### src/rtl/iterative_shift_sequencer.sv
// Multi-cycle front-end for a 2-bit-control arithmetic right shifter: splits a wide
// shift amount into passes of at most 3 positions, feeding the shifter output back.
module iterative_shift_sequencer #(
    parameter int N  = 8,
    parameter int SW = 4
) (
    input  logic          clk,
    input  logic          rst,
    input  logic          in_valid,
    output logic          in_ready,
    input  logic [N-1:0]  in_data,
    input  logic [SW-1:0] in_amount,
    output logic          out_valid,
    input  logic          out_ready,
    output logic [N-1:0]  out_data,
    output logic [N-1:0]  sh_data,
    output logic [1:0]    sh_control,
    input  logic [N-1:0]  sh_result
);

    typedef enum logic [1:0] {
        IDLE,
        SHIFT,
        DONE
    } state_e;

    state_e        state_q, state_d;
    logic [N-1:0]  acc_q, acc_d;
    logic [SW-1:0] rem_q, rem_d;
    logic [1:0]    step;

    always_ff @(posedge clk) begin
        if (rst) begin
            state_q <= IDLE;
            acc_q   <= '0;
            rem_q   <= '0;
        end else begin
            state_q <= state_d;
            acc_q   <= acc_d;
            rem_q   <= rem_d;
        end
    end

    // Largest pass the shifter supports, or whatever is left over.
    always_comb begin
        step = (rem_q >= SW'(3)) ? 2'd3 : rem_q[1:0];
    end

    always_comb begin
        state_d    = state_q;
        acc_d      = acc_q;
        rem_d      = rem_q;
        sh_control = 2'd0;
        unique case (state_q)
            IDLE: begin
                if (in_valid) begin
                    acc_d   = in_data;
                    rem_d   = in_amount;
                    state_d = (in_amount != '0) ? SHIFT : DONE;
                end
            end
            SHIFT: begin
                sh_control = step;
                acc_d      = sh_result;
                rem_d      = rem_q - SW'(step);
                if (rem_d == '0) begin
                    state_d = DONE;
                end
            end
            DONE: begin
                if (out_ready) begin
                    state_d = IDLE;
                end
            end
            default: begin
                state_d = IDLE;
            end
        endcase
    end

    assign in_ready  = (state_q == IDLE);
    assign out_valid = (state_q == DONE);
    assign out_data  = acc_q;
    assign sh_data   = acc_q;

endmodule

### config.mk
export PLATFORM = sky130hd
export DESIGN_NAME = iterative_shift_sequencer
export DESIGN_NICKNAME = d
export VERILOG_FILES = /design/src/rtl/iterative_shift_sequencer.sv
export SDC_FILE = /design/constraint.sdc
export NUM_CORES = 1
export LEC_CHECK = 0
export ABC_CLOCK_PERIOD_IN_PS = 2000
export CAP_MARGIN = 10
export CELL_PAD_IN_SITES_DETAIL_PLACEMENT = 0
export CELL_PAD_IN_SITES_GLOBAL_PLACEMENT = 2
export CORE_MARGIN = 1
export CORE_UTILIZATION = 22
export DETAILED_ROUTE_END_ITERATION = 10
export PLACE_DENSITY = 0.76
export SYNTH_ARGS = -nofsm -noshare
export SYNTH_HDL_FRONTEND = slang
export SYNTH_SLANG_ARGS = --single-unit
### constraint.sdc
create_clock -name clk -period 2 [get_ports clk]
set_input_delay 0.3 -clock clk [delete_from_list [all_inputs] [get_ports clk]]
set_output_delay 0.3 -clock clk [all_outputs]
set_load 0.05 [all_outputs]
== After elaboration in Yosys (flattened, before gate mapping) ==
Cells that the tools add are included.
Storage, ports and cells
  register bits after elaboration: 14
  latch bits: 0
  RAM bits: 0
  ROM bits: 0
  input bits: 24
  memories kept: 0
Operators by class
  add/sub/neg operators: 1
  multiply operators: 0
  div/mod/pow operators: 0
  $lt $le $gt $ge: 1
  eq/ne operators: 5
  shift-type cells: 0
  muxes and demuxes: 11
  bitwise logic cells: 0
  reductions and logical operators: 6
Operators with widths (count)
  $pmux W8 S2: 1
  $mux W2: 6
  $mux W8: 1
  $pmux W4 S2: 1
  $pmux W2 S3: 1
  $ge A4 B2 Y1 const B: 1
  $logic_not A4 Y1: 1
  $mux W4: 1
  $ne A2 B2 Y1 const B: 2
  $reduce_bool A4 Y1: 1
  $sub A4 B2 Y4: 1
  $reduce_and A3 Y1: 1
  $eq A2 B1 Y1 const B: 1
  $eq A2 B2 Y1 const B: 1
  $logic_not A2 Y1: 1
  $ne A2 B1 Y1 const B: 1
  $reduce_and A2 Y1: 1
  $reduce_bool A2 Y1: 1

== Longest topological paths before layout ==
  word-level depth: 6
  mapped depth: 6
  depth with buffers taken out: 5

== Worst setup path before layout ==
Ideal clock, no wire load.
  path kind: reg2reg
  start: register rem_q[2]
  end: register state_q[1]
  setup time: 0.059 ns
  arrival time: 1.480 ns
  path slack: 0.461 ns
  stages on the path, launching flop included: 7
  path buffers: 1
  path through: dfxtp_1 > buf_6 > o21bai_1 > ha_1 > or3b_1 > a31oi_2 > o311a_1
Between the ends
  longest elaborated chain between the ends: 6
Ends and longest elaborated chain
  from (decl): line 29  | logic [SW-1:0] rem_q, rem_d;
  from (signal assigned): line 40  | rem_q <= rem_d;
  $ge A4 B2 Y1: line 46  | step = (rem_q >= SW'(3)) ? 2'd3 : rem_q[1:0];
  $mux W2: line 46
  $sub A4 B2 Y4 (*): line 65  | rem_d = rem_q - SW'(step);
  $logic_not A4 Y1 (*): line 66  | if (rem_d == '0) begin
  $ne A2 B2 Y1 (no line) (*)
  $reduce_and A3 Y1 (no line) (*)
  to (signal assigned): line 38  | state_q <= state_d;
  to (decl): line 27  | state_e state_q, state_d;
Every way passes the cells marked *; elsewhere a longest branch is shown, timed or not.
A chain may end at the register's enable or synchronous reset.

== Final worst setup path ==
  start: register state_q[0]
  end: output in_ready
Between the ends
  longest elaborated chain between the ends: 1
Ends and longest elaborated chain
  $logic_not A2 Y1: line 81  | assign in_ready = (state_q == IDLE);
  to (decl): line 10  | output logic in_ready,
Every way passes these cells.

==> results.toml <==
[power_and_ir_drop]
p_leak_nw = 0.500
power.density_nw_per_um2 = 1240
ir_drop_mv = 0.460

[timing]
max_freq_mhz = 516
rsz0062_at_grt = "no"
relSlewSlack_pct = 66.6
finalCritPeriodShare_pct = 96.9
setup_ws_ns = 0.0617
hold_viol_final = 0
fin_skew_ns = 0.00131
worstMarginPinSlew_ns = 0.500
setup_viol = 0
tns_ns = 0
fin_crit_ns = 1.94
slew_violations = 0

[floorplan]
die_area_um2 = 4370
ios = 44
core_um2 = 3800
dieHeight_um = 66.1
row_count = 22
die_x_um = 66.1
start_util_pct = 23.8

[logic_synthesis]
yosysTopAreaCell = "dfxtp_1"
ys.flop_type = "dfxtp_1"
yosys-top-cells-area = "dfxtp_1 (31%), mux2i_1 (8.9%), a211oi_2 (8.3%)"
synth_edf_count = 0
synth-seq-area-share_pct = 31.0
synth_seq_cells = 14
synthTopCellsByCount = "dfxtp_1 (14), nor2_1 (12), buf_4 (8), mux2i_1 (8), a211oi_2 (6)"
synth_top_family_by_area = "compound AO/OA/AOI/OAI gates"
syn_area_per_cell_um2 = 9.73
synth_xor_area_share_pct = 0.968
async_flop_share_pct = 0
synth_compound_area_share_pct = 26.0
synth_area_um2 = 905
synth_adder_area_share_pct = 1.38
postSynthCellCount = 93
netlist.area_leader.share_pct = 31.0
ys_warn_count = 0
synth_most_common_cell = "dfxtp_1"
mappedNetlistNets = 118
synth-simple-area-share_pct = 17.2
muxShareOfSynthArea_pct = 8.85
ys_types = 32

[worst_setup_path]
critPathLaunchType = "flop"
crit_arrival_ns = 1.64
end_kind = "primary output"
required_ns = 1.70
path_class = "reg -> out"
crit_fanout = 13

[cells_and_area]
antenna_cells = 0
syn_to_final_growth_pct = 50.9
drive_above_1_share_pct = 14.8
fin_nets = 154
fin_area_um2 = 1370

[place]
hpwl_um = 1720
place_area_um2 = 1310
dp_worst_setup_slack_ns = 0.332
place_congestion = 0.851
numPortBuffers = 43

[clock_tree]
clk_pin_slew_ns = 0.06
cts_root_buffer = "clkbuf_8"
clk_path_buf_depth = 2
cts_tree = "yes"
h-tree-depth = 1
cts_buffers = 3
cts_sinks = 14
cts_resized = 0
insertion_delay_ns = 0.25
cts_hold_buf = 0
postCtsSetupBuffers = 0

[route]
vias = 819
drt_first_pass_iters = 4
wirelength_um = 2270
vias_per_cell = 4.65
avgRoutedWirePerCell_um = 12.9
drc = 0
first_iter_violations = 18
drtAntennaViolNets = 0

[outcome]
status = "finished clean"

[global_routing]
grt_pass1_wl_um = 3490
antenna_found_initial = 0
grt_max_degree = 19
grtUsageTotal_pct = 11.0
grt_pass1_vias = 790
grt-ovfl-total = 0

[flow_run]
maxCapViolCount = 0

[min_path]
hold_class = "reg -> reg"
cell type report:
type,instances,area [um^2]
clock buffers,4,55.1
fillers,402,2430
inverters,2,7.51
multi-input cells,62,492
flip-flops and latches,14,280
well taps,48,60.1
repair buffers,46,470
cells by family (layout without fill, tap and decap cells):
kind of cell	after synthesis	after routing
XOR/XNOR	1	1
flip-flops	14	14
AND/OR/NAND/NOR	26	26
buffers and inverters	17	52
AO/OA/AOI/OAI	26	26
multiplexers	8	8
adder cells (fa/ha/maj)	1	1
report_power, final:
part	total (mW)	internal, mW	switching [mW]	leakage (nW)
sequential	0.428	0.346	0.0818	0.116
combinational	0.975	0.400	0.574	0.354
clock	0.291	0.175	0.116	0.0288
registers in the layout, summed over array words and instances (netlist names):
name,flops
out_data,8
state_q,2
rem_q,4
path summary, 6_finish.rpt:
kind                            startpoint                       end  slack, ns  depth (start not counted)
hold / removal    out_data[5]$_SDFFE_PP0P_  out_data[5]$_SDFFE_PP0P_       0.53                          2
setup / recovery   state_q[0]$_SDFFE_PP0P_                  in_ready       0.06                          2
setup reg to reg     rem_q[2]$_SDFFE_PP0P_   state_q[1]$_SDFFE_PP0P_       0.34                          5
hold reg to reg   out_data[5]$_SDFFE_PP0P_  out_data[5]$_SDFFE_PP0P_       0.53                          2
stage by stage:
stage                     power [mW]  hold WS, ns  utilization (%)  cells
after floorplan                 1.18        0.487                -     93
after global placement          1.41        0.507             34.5    172
after detailed placement        1.41        0.510             34.5    172
after CTS                       1.71        0.528             35.9    176
after global routing            1.77        0.560             35.9    176
final                           1.69        0.527             35.9    176
cell usage in the layout (no fill, tap or decap), drive strengths merged, types with 3 or more instances in the layout:
| cell | count |
|---|---|
| clkbuf | 4 |
| a21oi | 4 |
| nor2 | 12 |
| mux2i | 8 |
| a211oi | 9 |
| buf | 6 |
| o21bai | 3 |
| dfxtp | 14 |
| clkdlybuf4s50 | 40 |
critical path: stages, from the launching register on:
cell and delay (ns):
dfxtp_1 0.43, nor2_1 0.14, clkdlybuf4s50_1 0.81
layer usage:
layer	GRT usage, %	wire length, um	up-vias
li1	-	-	406
met1	11.8	974	385
met2	18.8	1130	24
met3	1.90	95	4
met4	8.78	69	0
met5	0	0	-
Note: power is estimated with default switching activity, not from simulation.
